==> src/rtl/pipeline_pkg.sv <==
// Shared pipeline types and default widths for the EX/MEM stage boundary.
// Modules override the widths through their own parameters.
package pipeline_pkg;

  localparam int DEF_INSTR_WIDTH    = 32;
  localparam int DEF_DATA_WIDTH     = 64;
  localparam int DEF_CONTROL_WIDTH  = 16;
  localparam int DEF_REG_ADDR_WIDTH = 5;
  localparam int CTRL_REG_WRITE_BIT = 0;

  typedef struct packed {
    logic [DEF_INSTR_WIDTH-1:0]    pc;
    logic [DEF_DATA_WIDTH-1:0]     alu;
    logic [DEF_DATA_WIDTH-1:0]     store;
    logic [DEF_REG_ADDR_WIDTH-1:0] rd;
    logic [DEF_CONTROL_WIDTH-1:0]  control;
  } ex_mem_t;

endpackage

==> src/rtl/skid_slot.sv <==
// One storage slot of the elastic register: a payload register plus a valid bit.
// Clear beats load; the payload is left stale on clear because consumers qualify it with valid.
module skid_slot #(
  parameter int W = 8
) (
  input  logic         clk,
  input  logic         reset,
  input  logic         load,
  input  logic         clear,
  input  logic [W-1:0] d,
  output logic         valid,
  output logic [W-1:0] q
);

  always_ff @(posedge clk or negedge reset) begin
    if (!reset) begin
      valid <= 1'b0;
      q     <= '0;
    end else if (clear) begin
      valid <= 1'b0;
    end else if (load) begin
      valid <= 1'b1;
      q     <= d;
    end
  end

endmodule

==> src/rtl/ex_mem_regs.sv <==
// Elastic EX/MEM pipeline register: a main slot facing MEM and a skid slot that
// absorbs one extra result while MEM stalls, plus a forwarding tap for EX bypass.
module ex_mem_regs
  import pipeline_pkg::*;
#(
  parameter int INSTR_WIDTH    = DEF_INSTR_WIDTH,
  parameter int DATA_WIDTH     = DEF_DATA_WIDTH,
  parameter int CONTROL_WIDTH  = DEF_CONTROL_WIDTH,
  parameter int REG_ADDR_WIDTH = DEF_REG_ADDR_WIDTH
) (
  input  logic                      clk,
  input  logic                      reset,
  input  logic                      in_valid,
  output logic                      in_ready,
  input  logic [INSTR_WIDTH-1:0]    pc_in,
  input  logic [DATA_WIDTH-1:0]     alu_in,
  input  logic [DATA_WIDTH-1:0]     store_in,
  input  logic [REG_ADDR_WIDTH-1:0] rd_in,
  input  logic [CONTROL_WIDTH-1:0]  control_in,
  input  logic                      flush,
  output logic                      out_valid,
  input  logic                      out_ready,
  output logic [INSTR_WIDTH-1:0]    pc_out,
  output logic [DATA_WIDTH-1:0]     alu_out,
  output logic [DATA_WIDTH-1:0]     store_out,
  output logic [REG_ADDR_WIDTH-1:0] rd_out,
  output logic [CONTROL_WIDTH-1:0]  control_out,
  output logic                      fwd_valid,
  output logic [REG_ADDR_WIDTH-1:0] fwd_rd,
  output logic [DATA_WIDTH-1:0]     fwd_data
);

  localparam int W = INSTR_WIDTH + 2 * DATA_WIDTH + REG_ADDR_WIDTH + CONTROL_WIDTH;

  logic [W-1:0] in_payload;
  logic [W-1:0] main_d;
  logic [W-1:0] main_q;
  logic [W-1:0] skid_q;
  logic         main_valid;
  logic         skid_valid;
  logic         main_load;
  logic         main_clear;
  logic         skid_load;
  logic         skid_clear;
  logic         acc;
  logic         drn;

  assign in_payload = {pc_in, alu_in, store_in, rd_in, control_in};
  assign {pc_out, alu_out, store_out, rd_out, control_out} = main_q;

  // in_ready depends only on registered state, so no combinational path from out_ready
  assign in_ready  = ~skid_valid;
  assign out_valid = main_valid;
  assign acc       = in_valid & in_ready;
  assign drn       = main_valid & out_ready;

  // The skid entry is always older than the input, so it wins the refill of main
  assign main_d = skid_valid ? skid_q : in_payload;

  always_comb begin
    main_load  = 1'b0;
    main_clear = 1'b0;
    skid_load  = 1'b0;
    skid_clear = 1'b0;
    if (flush) begin
      main_clear = 1'b1;
      skid_clear = 1'b1;
    end else if (!main_valid || drn) begin
      if (skid_valid) begin
        main_load  = 1'b1;
        skid_clear = 1'b1;
      end else if (acc) begin
        main_load = 1'b1;
      end else begin
        main_clear = 1'b1;
      end
    end else if (acc) begin
      skid_load = 1'b1;
    end
  end

  skid_slot #(.W(W)) u_main (
    .clk   (clk),
    .reset (reset),
    .load  (main_load),
    .clear (main_clear),
    .d     (main_d),
    .valid (main_valid),
    .q     (main_q)
  );

  skid_slot #(.W(W)) u_skid (
    .clk   (clk),
    .reset (reset),
    .load  (skid_load),
    .clear (skid_clear),
    .d     (in_payload),
    .valid (skid_valid),
    .q     (skid_q)
  );

  assign fwd_valid = main_valid & control_out[CTRL_REG_WRITE_BIT] & (rd_out != '0);
  assign fwd_rd    = rd_out;
  assign fwd_data  = alu_out;

endmodule
==> config.mk <==
export PLATFORM = sky130hd
export DESIGN_NAME = ex_mem_regs
export DESIGN_NICKNAME = d
export VERILOG_FILES = /design/src/rtl/pipeline_pkg.sv /design/src/rtl/skid_slot.sv /design/src/rtl/ex_mem_regs.sv
export SDC_FILE = /design/constraint.sdc
export NUM_CORES = 1
export LEC_CHECK = 0
export CAP_MARGIN = 25
export CELL_PAD_IN_SITES_DETAIL_PLACEMENT = 1
export CELL_PAD_IN_SITES_GLOBAL_PLACEMENT = 2
export CORE_AREA = 2 2 214 237
export CTS_CLUSTER_SIZE = 30
export DETAILED_ROUTE_END_ITERATION = 10
export DIE_AREA = 0 0 216 239
export GPL_ROUTABILITY_DRIVEN = 0
export PLACE_DENSITY_LB_ADDON = 0.1
export SLEW_MARGIN = 0
export SYNTH_ARGS = -nofsm -noshare
export SYNTH_HDL_FRONTEND = slang
export SYNTH_SLANG_ARGS = --single-unit
export TNS_END_PERCENT = 5
==> constraint.sdc <==
create_clock -name clk -period 1.9 [get_ports clk]
set_input_delay 0.57 -clock clk [delete_from_list [all_inputs] [get_ports clk]]
set_output_delay 0.57 -clock clk [all_outputs]
set_load 0.1 [all_outputs]
==> qor.csv <==
metric,value,unit
status,finished with violations,
failing checks,setup timing,
io pins,439,
"Async S/R FF share, synth",100,%
Crit path required time,1330,ps
worst slew pin tran,380,ps
Crit path max-delay family,flip-flops,
synth top area cells,"dfrtp_1, mux2_2, mux2_4",
CP max stage cell,dfrtp_4,
die height,239,microns
Worst Hold Class,in2async,
Max-slew headroom,74.7,%
Final Hold Vio Count,0,
largest net degree at the start of global routing,70,
TritonRoute pass-1 iters,4,
Critical Path AT,1850,ps
post-DP HPWL,33400,microns
"Reg clk slew, reported paths",60,ps
CTS Buffer Depth,3,
All-Layer GR Usage,17.7,%
crit path to,fwd_valid,
clock root buffer,clkbuf_16,
most frequent cells after synthesis,"mux2_2, dfrtp_1, mux2_4, buf_4, buf_2",
vias per cell,4.62,
Area Growth Syn to Fin,56.0,%
fin crit period,2420,ps
Slowest Stage Delay on Critical Path,470,ps
Setup TNS,-789,ps
number of synthesized flops with an enable pin,0,
max_cap viols,0,
clock skew,8.05,ps
unrepaired setup endpoints after global routing,true,
Via Count,10000,
reg2reg setup slack,150,ps
Stages on worst setup path,3,
Yosys reg bits,364,
full die area,51600,sq um
synth unique cells,18,
Tcrit/Tclk final,128,%
Synth warnings,0,
Reg area,9130,sq um
WP buf/inv,1,
syn_nets,1233,
pwr dens,1330,nW/um^2
total power,34.5,mW
Max Freq,413,MHz
pre-CTS WS,-437,ps
final worst slack,-524,ps
post-synthesis sequential area ratio,54.9,%
cell area after synthesis,16600,sq um
share of cells above drive strength 1,62.7,%
Skew-Pair Late Insertion Delay,560,ps
CP Capture Type,primary output,
routed len/inst,21.0,microns
RR Startpoint,u_main.valid$_DFFE_PN0P_,
FF-to-FF path depth,5,
syn avg cell area,15.8,sq um
Rows,86,
Initial Util,33.5,%
"area leader, netlist",dfrtp_1,
most common cell in the synthesized netlist,mux2_2,
Core ar.,49500,sq um
buffers added on ports,438,
combined area of the multi-input logic cells,6560,sq um
Routed WL,45700,microns
top-area cell type share of the netlist area,54.9,%
Synth Flop Type,dfrtp_1,
first-pass GRT wire length,70600,microns
R2R Path End,u_main.q[69]$_DFFE_PN0P_,
Inserted Clock Buffers,42,
TritonCTS clock tree,built,
worst vdd ir,684,uV
CP Class,reg2out,
number of clock sinks,364,
H-tree depth,2,
GR Overflow Total,0,
initial antenna violation count,7,
Final ANT Viol Nets,0,
number of filler cells placed in the layout,4615,
worst path cell trace,"or3_4, o311a_4, buf_12",
final-report setup violation count,4,
crit path max fanout,2,
Final Max Slew Viols,0,
leakage power,11.3,nW
vias in the first global route,11400,
crit path from,u_main.q[17]$_DFFE_PN0P_,
Die Width,216,microns
# nets final,1663,
synthesized instance count,1047,
residual DRC count,0,
initial drt markers,297,
Setup crit start kind,flip-flop,
[per-layer routing]
layer	wire length [microns]	GRT usage, %	up-vias
met5	43	0	-
met4	986	6.00	6
met3	2840	4.66	57
met2	22700	29.8	267
met1	19100	22.1	5184
li1	-	-	4520
[worst min-delay path by stage]
stage	cells past startpoint	end	start	slack, ps
global route	2	u_skid.q[99]$_DFFE_PN0P_	reset	500
floorplan	0	u_main.q[0]$_DFFE_PN0P_	reset	270
CTS	2	u_skid.q[96]$_DFFE_PN0P_	reset	460
global placement	1	u_skid.q[96]$_DFFE_PN0P_	reset	470
finish	2	u_skid.q[99]$_DFFE_PN0P_	reset	500
detailed placement	1	u_skid.q[99]$_DFFE_PN0P_	reset	470
[cell type report]
class	instances	share of cell area (%)
flip-flops and latches	364	35.3
repair buffers	515	30.7
multi-input cells	553	25.4
clock buffers	65	4.99
well taps	660	3.19
clock inverters	10	0.387
inverters	1	0.0629
diodes	4	0.0387
[metrics by stage]
step | instance area, sq um | instances | utilization (%) | hold WS (ps)
after floorplan | 16600 | 1047 | - | 274
after global placement | 24400 | 2092 | 49.3 | 466
after detailed placement | 24400 | 2092 | 49.3 | 466
after CTS | 25800 | 2168 | 52.2 | 461
after global routing | 25900 | 2172 | 52.3 | 502
final | 25900 | 2172 | 52.3 | 497
[cell usage in the layout (no fill, tap or decap), types with 2 or more instances in the layout]
cell and instances:
clkbuf_1 11, buf_4 40, clkbuf_16 45, clkinv_2 8, clkdlybuf4s50_1 184, mux2_1 11
dfrtp_1 351, bufinv_16 2, dfrtp_2 11, clkbuf_8 9, dfrtp_4 2, mux2_4 90
buf_12 287, buf_6 2, diode_2 4, mux2_2 442
[flip-flops by register name, indices dropped and copies added, names as in the netlist]
| name | cells |
|---|---|
| u_skid.q | 181 |
| u_main.q | 181 |
| u_main.valid | 1 |
| u_skid.valid | 1 |
[cell families (layout without fill, tap and decap cells)]
kind of cell           after synthesis  after routing  synth area share, %
AO/OA/AOI/OAI                        2              2               0.0905
other                                0              4                    0
AND/OR/NAND/NOR                      8              8                0.347
buffers and inverters              130            591                 5.73
multiplexers                       543            543                 38.9
flip-flops                         364            364                 54.9
[timing repair]
action,4_1_cts,5_1_grt
pin swaps,1,0
setup buffers,0,0
setup endpoints to repair,10,13
gates resized for setup,6,7
hold buffers,1,0
hold endpoints to repair,18,0
[report_power, final]
| group | internal, mW | switching (mW) | total (mW) |
|---|---|---|---|
| clock network | 4.93 | 3.19 | 8.12 |
| logic | 6.13 | 9.14 | 15.3 |
| registers | 9.49 | 1.65 | 11.1 |
| total | 20.6 | 14.0 | 34.5 |
[worst reg2reg max path: cells and delay by family (launching register included)]
kind	cells	cell delay (ps)
DFF	1	440
and+or+nand+nor	2	430
buffers and inverters	2	390
muxes	1	370
Note: power is estimated with default switching activity, not from simulation.
